**config.mk**
```make
export PLATFORM = sky130hd
export DESIGN_NAME = challenge_b_sequencer
export DESIGN_NICKNAME = d
export VERILOG_FILES = /design/src/rtl/challenge_b_sequencer.sv
export SDC_FILE = /design/constraint.sdc
export NUM_CORES = 1
export LEC_CHECK = 0
export CORE_ASPECT_RATIO = 1.75
export CORE_MARGIN = 1
export CORE_UTILIZATION = 47
export CTS_BUF_LIST = sky130_fd_sc_hd__clkbuf_4
export DETAILED_ROUTE_END_ITERATION = 6
export HOLD_SLACK_MARGIN = 0.1
export PLACE_DENSITY = 0.83
export SLEW_MARGIN = 15
export SYNTH_ARGS = -nofsm -noshare
export SYNTH_HDL_FRONTEND = slang
export SYNTH_SLANG_ARGS = --single-unit
```
**constraint.sdc**
```tcl
create_clock -name CLK -period 1.8 [get_ports CLK]
set_input_delay 0.36 -clock CLK [delete_from_list [all_inputs] [get_ports CLK]]
set_output_delay 0.36 -clock CLK [all_outputs]
set_load 0.005 [all_outputs]
```
**src/rtl/challenge_b_sequencer.sv**
```systemverilog
// Self-test sequencer for the challenge_B datapath: sweeps all eight {AA,BB,CC}
// codes, lets each settle, samples YY and accumulates a pass count and failure mask.
module challenge_b_sequencer #(
   parameter int unsigned SETTLE_CYCLES = 2,
   parameter logic [7:0]  EXPECT_MASK   = 8'b0010_0100
) (
   input  logic       CLK,
   input  logic       RESET,
   input  logic       START,
   input  logic       YY,
   output logic       AA,
   output logic       BB,
   output logic       CC,
   output logic [2:0] CODE,
   output logic       BUSY,
   output logic       DONE,
   output logic       PASS,
   output logic [7:0] FAIL_MASK,
   output logic [3:0] PASS_COUNT,
   output logic [1:0] DBG_STATE
);

   typedef enum logic [1:0] {
      S_IDLE   = 2'd0,
      S_DRIVE  = 2'd1,
      S_SAMPLE = 2'd2,
      S_FIN    = 2'd3
   } state_t;

   localparam logic [3:0] RELOAD = 4'(SETTLE_CYCLES - 1);

   state_t     r_state, w_next_state;
   logic [2:0] r_code, w_next_code;
   logic [3:0] r_cnt, w_next_cnt;
   logic [7:0] r_fail_mask, w_next_fail_mask;
   logic [3:0] r_pass_count, w_next_pass_count;
   logic       r_pass, w_next_pass;
   logic       w_match;
   logic [7:0] w_fail_upd;

   assign w_match    = (YY == EXPECT_MASK[r_code]);
   assign w_fail_upd = w_match ? r_fail_mask : (r_fail_mask | (8'b1 << r_code));

   always_ff @(posedge CLK) begin
      if (RESET) begin
         r_state      <= S_IDLE;
         r_code       <= 3'd0;
         r_cnt        <= 4'd0;
         r_fail_mask  <= 8'd0;
         r_pass_count <= 4'd0;
         r_pass       <= 1'b0;
      end else begin
         r_state      <= w_next_state;
         r_code       <= w_next_code;
         r_cnt        <= w_next_cnt;
         r_fail_mask  <= w_next_fail_mask;
         r_pass_count <= w_next_pass_count;
         r_pass       <= w_next_pass;
      end
   end

   always_comb begin
      w_next_state      = r_state;
      w_next_code       = r_code;
      w_next_cnt        = r_cnt;
      w_next_fail_mask  = r_fail_mask;
      w_next_pass_count = r_pass_count;
      w_next_pass       = r_pass;
      case (r_state)
         S_IDLE: begin
            if (START) begin
               w_next_state      = S_DRIVE;
               w_next_code       = 3'd0;
               w_next_cnt        = RELOAD;
               w_next_fail_mask  = 8'd0;
               w_next_pass_count = 4'd0;
               w_next_pass       = 1'b0;
            end
         end
         S_DRIVE: begin
            if (r_cnt == 4'd0) w_next_state = S_SAMPLE;
            else               w_next_cnt   = r_cnt - 4'd1;
         end
         S_SAMPLE: begin
            w_next_fail_mask = w_fail_upd;
            if (w_match) w_next_pass_count = r_pass_count + 4'd1;
            // The verdict includes the result of this final sample.
            if (r_code == 3'd7) begin
               w_next_state = S_FIN;
               w_next_pass  = (w_fail_upd == 8'd0);
            end else begin
               w_next_state = S_DRIVE;
               w_next_code  = r_code + 3'd1;
               w_next_cnt   = RELOAD;
            end
         end
         S_FIN: begin
            w_next_state = S_IDLE;
         end
         default: begin
            w_next_state = S_IDLE;
         end
      endcase
   end

   // Drive lines come straight from the code register, so START never reaches them combinationally.
   assign AA         = r_code[2];
   assign BB         = r_code[1];
   assign CC         = r_code[0];
   assign CODE       = r_code;
   assign BUSY       = (r_state == S_DRIVE) || (r_state == S_SAMPLE);
   assign DONE       = (r_state == S_FIN);
   assign PASS       = r_pass;
   assign FAIL_MASK  = r_fail_mask;
   assign PASS_COUNT = r_pass_count;
   assign DBG_STATE  = r_state;

endmodule

```
==> parameters.txt, run 1 <==
Parameter                              Value

Status
  Outcome ... complete, no violations

Setup path
  CP Data Required Time ... 2.01 ns
  Worst stage delay on the critical path ... around 0.33 ns
  Reg-to-reg setup timing slack ... between 0.09 and 0.1 ns
  Worst r2r path cells ... 7
  Category of cells accounting for the largest share of critical-path delay ... compound AO/OA/AOI/OAI gates
  Critical register-to-register path startpoint ... CODE[1]
  Cell with the largest stage delay on the worst path ... sky130_fd_sc_hd__dfxtp_1
  Element type at the critical path start ... flip-flop
  Buffering stage count on the worst path with inverters included ... 0
  Cell breakdown of the critical path ... ha_1 -> ha_2 -> or2_2 -> o21ai_2 -> a22o_1 -> nor4_2 -> a31o_1
  Category of the most critical setup path ... flip-flop to flip-flop
  Biggest fanout along the worst timing path ... 5
  Crit end category ... flip-flop
  Critical path data arrival time ... 1.92 ns

CTS
  Root buffer cell ... sky130_fd_sc_hd__clkbuf_4
  Level count of the clock H-tree ... 1
  # clock sinks ... 23
  CTS Buffer Depth ... 2
  Number of buffers added by the clock tree synthesis step ... 3
  Clock Pin Slew Worst Setup and Hold Paths ... between 0.1 and 0.15 ns
  Latest clock arrival within the worst-skew pair ... roughly 0.31 ns
  Clock tree from TritonCTS ... built

Place
  Port Buffer Count ... 26
  Number of cells in the design after placement ... between 200 and 250
  Area after detailed placement ... around 0.0016 mm²
  Last weighted congestion value of the routability-driven placer ... between 0.7 and 0.8
  Hpwl dp ... between 2000 and 2500 µm

Die
  Core area ... 0.00252 mm²
  Die Y ... approximately 71 µm
  IO Count ... 27
  Site row count ... 24
  Die Width ... just over 40 µm
  Total die area ... between 0.002 and 0.003 mm²
  Initial core utilization ... between 50 and 60%

Global route
  Maximum number of pins on one net before global-route repair ... 13
  Overflow after GRT ... 0
  Number of antenna violations at the first check in global routing ... 0
  Vias in the first global route ... between 1000 and 1500
  Gr usage total ... about 22%
  Wire length of the first global-routing pass ... approximately 4700 µm

STA
  Part of the cycle the worst path needs ... a little over nine tenths
  Clock skew ... around 0.0038 ns
  Endpoints failing setup ... 0
  Slew Viols, Final ... 0
  Transition at the pin with the smallest max-transition slack ... 0.355 ns
  Fin. Hold Viols ... 0
  F_max ... 0.585 GHz
  Worst slew slack as a fraction of its limit ... between 70 and 80%
  Tmin final ... about 1.7 ns
  Final TNS setup ... 0 ns

Yosys
  Flops & latches, synth ... 23
  Cell Area, Synth ... between 0.001 and 0.0015 mm²
  Post-Synthesis Net Count ... roughly 160
  Number of warnings reported in the yosys synthesis log ... 0
  Prevailing post-synth register cell ... sky130_fd_sc_hd__dfxtp_1
  Post-synthesis instance total ... 141
  Async set or reset register ratio after synthesis ... 0%
  EDFF count, synth ... 0
  Mean cell area of the mapped netlist ... 8.95 µm²
  Number of distinct standard cells referenced by the synthesized netlist ... 38
  Sequential element share of the synthesized area ... a little over a third

Detailed routing
  Final routed wire length divided by cell count ... 14.5 µm
  Vias ... around 1200
  Post-route DRC violation count ... 0
  M1 WL ... between 1000 and 1500 µm
  Topmost layer with routed signal wires ... met4
  Metal2 WL ... 1770 µm
  Via count normalized by instance count ... about 5.7
  Detailed route wirelength on metal3 ... between 90 and 100 µm
  Count of nets left with antenna violations after detail routing ... 0
  Final routed wirelength across all metal layers ... between 2000 and 3000 µm
  Iteration-0 DRC Markers ... 26
  1st-pass router iterations ... 4

Cells and area
  Fraction of layout cells with a size suffix above 1 ... between 20% and 30%
  Area of all placed cells without fillers ... ~0.0017 mm²
  Count of inserted antenna diode cells ... 0
  Number of standard cells in the final layout excluding fillers ... 206
  Final nets ... around 200
  Area added between synthesis and finish ... 35.2%

Worst hold path
  Worst Min Path Start ... r_cnt[0]
  Worst min path class ... flip-flop to flip-flop
  Min-Delay Endpoint ... r_cnt[0]
  Cell depth of the worst min-delay path ... 1

Run
  Number of maximum-capacitance violations ... 0

Power
  Largest vdd supply drop ... just over 1000 µV
  Tot Pwr ... between 1.5 and 2 mW
  Cell leakage power ... approximately 0.7 nW
  Power density relative to cell area ... 1040 mW/mm²
[power by group]
group	internal (mW)	switching [mW]	leakage, nW
clock	0.102	0.151	0.0184
sequential	0.565	0.0398	0.187
combinational	0.451	0.471	0.493
[synth_stat cells, types with 2 or more instances]
master	count	area share, %
sky130_fd_sc_hd__dfxtp_1	23	36
sky130_fd_sc_hd__nor2_1	16	4.8
sky130_fd_sc_hd__ha_1	14	14
sky130_fd_sc_hd__inv_1	10	3.0
sky130_fd_sc_hd__nand2_1	8	2.4
sky130_fd_sc_hd__a21oi_1	7	2.8
sky130_fd_sc_hd__a22oi_1	7	4.2
sky130_fd_sc_hd__nor3_1	5	2.0
sky130_fd_sc_hd__a32oi_1	4	2.8
sky130_fd_sc_hd__nand2b_1	4	2.0
sky130_fd_sc_hd__buf_4	3	1.8
sky130_fd_sc_hd__clkbuf_1	3	0.89
sky130_fd_sc_hd__o21ai_0	3	1.2
sky130_fd_sc_hd__xor2_1	3	2.1
sky130_fd_sc_hd__a211oi_1	2	1.2
sky130_fd_sc_hd__a22o_1	2	1.4
sky130_fd_sc_hd__and3_1	2	0.99
sky130_fd_sc_hd__nand3_1	2	0.79
sky130_fd_sc_hd__nand3b_1	2	1.2
sky130_fd_sc_hd__nand4_1	2	0.99
sky130_fd_sc_hd__or2_2	2	0.99
[metal layers]
metal,track usage (%),vias to the layer above
li1,-,572
met3,2.19,4
met4,7.53,0
met1,22.1,568
met5,0,-
met2,42.5,34
[final cells by class]
type                       count  area (µm²)
sequential                    23         463
fill                         199         816
tap                           26        32.5
timing repair buffer          43         393
multi-input combinational    100         751
inverter                      10        37.5
clock buffer                   4        30.0
[cell usage in the layout (no fill, tap or decap), types with 3 or more instances in the layout]
cell type,count
sky130_fd_sc_hd__a21oi_1,7
sky130_fd_sc_hd__a22oi_1,7
sky130_fd_sc_hd__a32oi_1,4
sky130_fd_sc_hd__buf_4,16
sky130_fd_sc_hd__clkbuf_4,4
sky130_fd_sc_hd__clkdlybuf4s50_1,24
sky130_fd_sc_hd__dfxtp_1,21
sky130_fd_sc_hd__ha_1,10
sky130_fd_sc_hd__ha_2,3
sky130_fd_sc_hd__inv_1,10
sky130_fd_sc_hd__nand2_1,8
sky130_fd_sc_hd__nand2b_1,4
sky130_fd_sc_hd__nor2_1,16
sky130_fd_sc_hd__nor3_1,5
sky130_fd_sc_hd__xor2_1,3
[cell families after synthesis]
| group | share of synthesized area, % |
|---|---|
| adders and majority gates | 13.9 |
| AOI/OAI and AO/OA | 17.7 |
| DFF | 36.5 |
| and+or+nand+nor | 22.7 |
| muxes | 0.793 |
| xor gates and xnor gates | 2.08 |
| buffers and inverters | 6.34 |
[per-stage QoR]
stage          util (%)  worst slack [ns]  hold slack (ns)
5_1_grt            67.7          -0.00516            0.545
3_5_place_dp       64.7            -0.134            0.499
4_1_cts            66.6           0.00133            0.520
3_3_place_gp       64.7           -0.0844            0.474
6_report           67.7            0.0915            0.515
2_1_floorplan         -            0.0633            0.428
[state kept, by name (all words and copies together) (netlist names), named ones only]
| name | count |
|---|---|
| DBG_STATE | 2 |
| CODE | 3 |
| r_cnt | 4 |
| PASS_COUNT | 4 |
| FAIL_MASK | 8 |
| PASS | 1 |
[timing repair]
action | 4_1_cts | 5_1_grt
pin swaps | 0 | 1
setup buffers | 0 | 1
hold buffers | 0 | 0
setup endpoints to repair | 2 | 3
resized for setup | 6 | 7
[worst max-delay path by stage]
stage,startpoint,end,slack (ns),cells past startpoint
after floorplan,CODE[0],flip-flop,0.06,7
after global placement,START,flip-flop,-0.08,6
after global routing,CODE[1],flip-flop,-0.005,7
final,CODE[1],flip-flop,0.09,7
after CTS,DBG_STATE[1],DONE,0.001,3
after detailed placement,START,flip-flop,-0.13,6
[worst reg2reg max path: stages, from the launching register on]
cell and delay, ns:
sky130_fd_sc_hd__dfxtp_1 0.33, sky130_fd_sc_hd__ha_1 0.21, sky130_fd_sc_hd__ha_2 0.21, sky130_fd_sc_hd__or2_2 0.30, sky130_fd_sc_hd__o21ai_2 0.12, sky130_fd_sc_hd__a22o_1 0.19, sky130_fd_sc_hd__nor4_2 0.05, sky130_fd_sc_hd__a31o_1 0.20
(Power assumes the default switching activity.)
==> inputs of run 2 (changes only) <==
Settings changed: CORE_MARGIN 1 to 2.
==> parameters.txt, run 2 (synthesis results as in run 1) <==
Parameter                              Value

Detailed routing
  Vias ... 1182 (+0.34%)
  Via count normalized by instance count ... 5.71 (-0.15%)
  Post-route DRC violation count ... 0 (unchanged)
  Iteration-0 DRC Markers ... 19 (-27%)
  Count of nets left with antenna violations after detail routing ... 0 (unchanged)
  Final routed wirelength across all metal layers ... 2970 µm (-0.67%)
  1st-pass router iterations ... 4 (unchanged)
  Final routed wire length divided by cell count ... 14.3 µm (-1.1%)

Setup path
  Critical path data arrival time ... 1.39 ns (-0.53 ns)
  Biggest fanout along the worst timing path ... 5 (unchanged)
  Crit end category ... output pin
  Cell breakdown of the critical path ... buf_4 -> clkdlybuf4s50_1
  Category of the most critical setup path ... flip-flop to output pin
  Element type at the critical path start ... flip-flop
  Worst stage delay on the critical path ... 0.51 ns (+0.18 ns)
  CP Data Required Time ... 1.44 ns (-0.57 ns)
  Category of cells accounting for the largest share of critical-path delay ... buffers and inverters
  Buffering stage count on the worst path with inverters included ... 2 (+2)
  Cell with the largest stage delay on the worst path ... sky130_fd_sc_hd__clkdlybuf4s50_1

STA
  F_max ... 0.573 GHz (-2.2%)
  Fin. Hold Viols ... 0 (unchanged)
  Slew Viols, Final ... 0 (unchanged)
  Clock skew ... 0.00192 ns (-0.00189 ns)
  Worst slew slack as a fraction of its limit ... 76.9% (+0.62 points)
  Worst Hold Slack ... 0.517 ns (+0.00190 ns)
  Final TNS setup ... 0 ns (unchanged)
  Part of the cycle the worst path needs ... 97.0% (+2.1 points)
  RSZ-0062 raised after global routing ... false
  Tmin final ... 1.75 ns (+0.0379 ns)
  Setup slack after layout ... 0.0536 ns (-0.0379 ns)
  Transition at the pin with the smallest max-transition slack ... 0.346 ns (-0.00920 ns)
  Endpoints failing setup ... 0 (unchanged)

CTS
  Clock tree from TritonCTS ... built
  Level count of the clock H-tree ... 1 (unchanged)
  # clock sinks ... 23 (unchanged)
  Root buffer cell ... sky130_fd_sc_hd__clkbuf_4
  Clock Pin Slew Worst Setup and Hold Paths ... 0.13 ns (about the same)
  Latest clock arrival within the worst-skew pair ... 0.33 ns (+0.02 ns)
  Number of buffers added by the clock tree synthesis step ... 3 (unchanged)
  CTS Buffer Depth ... 2 (unchanged)

Die
  IO Count ... 27 (unchanged)
  Die Width ... 43.2 µm (+4.9%)
  Total die area ... 0.00313 mm² (+7.8%)
  Die Y ... 72.6 µm (+2.8%)
  Initial core utilization ... 50.0% (unchanged)
  Site row count ... 24 (unchanged)
  Core area ... 0.00252 mm² (unchanged)

Global route
  Vias in the first global route ... 1204 (+4.9%)
  Number of antenna violations at the first check in global routing ... 0 (unchanged)
  Overflow after GRT ... 0 (unchanged)
  Maximum number of pins on one net before global-route repair ... 14 (+1)
  Gr usage total ... 20.3% (-2.1 points)
  Wire length of the first global-routing pass ... 4910 µm (+5.2%)

Cells and area
  Commonest non-fill, non-tap cells in the layout ... 24 x sky130_fd_sc_hd__clkdlybuf4s50_1, 20 x sky130_fd_sc_hd__dfxtp_1, 17 x sky130_fd_sc_hd__buf_4, 16 x sky130_fd_sc_hd__nor2_1, 12 x sky130_fd_sc_hd__ha_1
  Number of standard cells in the final layout excluding fillers ... 207 (+0.49%)
  Filler Cells Inserted ... 205 (+3.0%)
  Final nets ... 200 (+0.50%)
  Count of inserted antenna diode cells ... 0 (unchanged)
  Max reg flops ... 8 (unchanged)
  Fraction of layout cells with a size suffix above 1 ... 19.3% (-1.2 points)
  Area of all placed cells without fillers ... 0.00170 mm² (-0.66%)
  Commonest non-fill, non-tap cell in the layout ... sky130_fd_sc_hd__clkdlybuf4s50_1
  Fraction of the core area covered by cells at the end of the flow ... 67.2% (-0.45 points)
  Area added between synthesis and finish ... 34.3%

Place
  Port Buffer Count ... 26 (unchanged)
  Hpwl dp ... 2370 µm (+1.1%)
  Number of cells in the design after placement ... 202 (+0.50%)
  Last weighted congestion value of the routability-driven placer ... 0.843 (+9.8%)
  Placement-stage worst setup slack ... -0.121 ns (+0.0127 ns)
  Area after detailed placement ... 0.00164 mm² (+0.46%)

Status
  Outcome ... complete, no violations

Power
  Power density relative to cell area ... 1050 mW/mm² (+0.40%)
  Register share of total power ... 34.1% (about the same)
  Switching part of the total power ... 38.8% (+1.5 points)
  Cell leakage power ... 0.692 nW (-0.82%)
  Relative contribution of the clock network to total power ... 14.7% (+0.5 points)
  Tot Pwr ... 1.77 mW (-0.26%)
  Cell Int Power ... 1.09 mW (-2.7%)
  Combinational Power Share ... 51.2% (-0.6 points)
  Largest vdd supply drop ... 686 µV (-33%)
  Net switching power of the design ... 688 µW (+3.8%)

Run
  Number of maximum-capacitance violations ... 0 (unchanged)

Worst hold path
  Worst min path class ... flip-flop to flip-flop
==> run 2: power groups by stage <==
stage | logic (mW) | registers (mW) | clock network, mW
floorplan | 0.505 | 0.627 | 0
global placement | 0.842 | 0.606 | 0
detailed placement | 0.879 | 0.610 | 0
CTS | 0.891 | 0.605 | 0.258
global route | 0.994 | 0.612 | 0.276
finish | 0.909 | 0.605 | 0.261
==> run 2: metal layers <==
layer	vias up	routed length (µm)	track usage (%)
li1	582	-	-
met2	21	1720	40.1
met5	-	0	0
met3	9	76	3.23
met1	570	1100	18.3
met4	0	70	11.1
==> run 2: worst paths after layout <==
check | start | end | slack [ns] | cells past startpoint
setup reg to reg | CODE[1] | flip-flop | 0.10 | 7
hold / removal | PASS_COUNT[1] | PASS_COUNT[1] | 0.52 | 2
hold reg to reg | PASS_COUNT[1] | PASS_COUNT[1] | 0.52 | 2
setup / recovery | CODE[2] | CODE[2] | 0.05 | 2
==> run 2: what timing repair did <==
item                       in CTS  in global routing
pin swaps                       0                  1
gates resized for setup         8                  2
hold buffers                    0                  0
buffers inserted                0                  1
setup endpoints to repair       3                  2
==> run 2: worst min-delay path, cell delays in order (launching register included) <==
cell	delay [ns]
sky130_fd_sc_hd__dfxtp_1	0.36
sky130_fd_sc_hd__nand2b_1	0.07
sky130_fd_sc_hd__a21oi_1	0.05
==> run 2: area by class of cell <==
class | instances | area, µm² | share of cell area (%)
multi-input cells | 100 | 737 | 43.5
flip-flops and latches | 23 | 464 | 27.4
repair buffers | 44 | 397 | 23.4
inverters | 10 | 37.5 | 2.21
well taps | 26 | 32.5 | 1.92
clock buffers | 3 | 22.5 | 1.33
clock inverters | 1 | 5.00 | 0.295
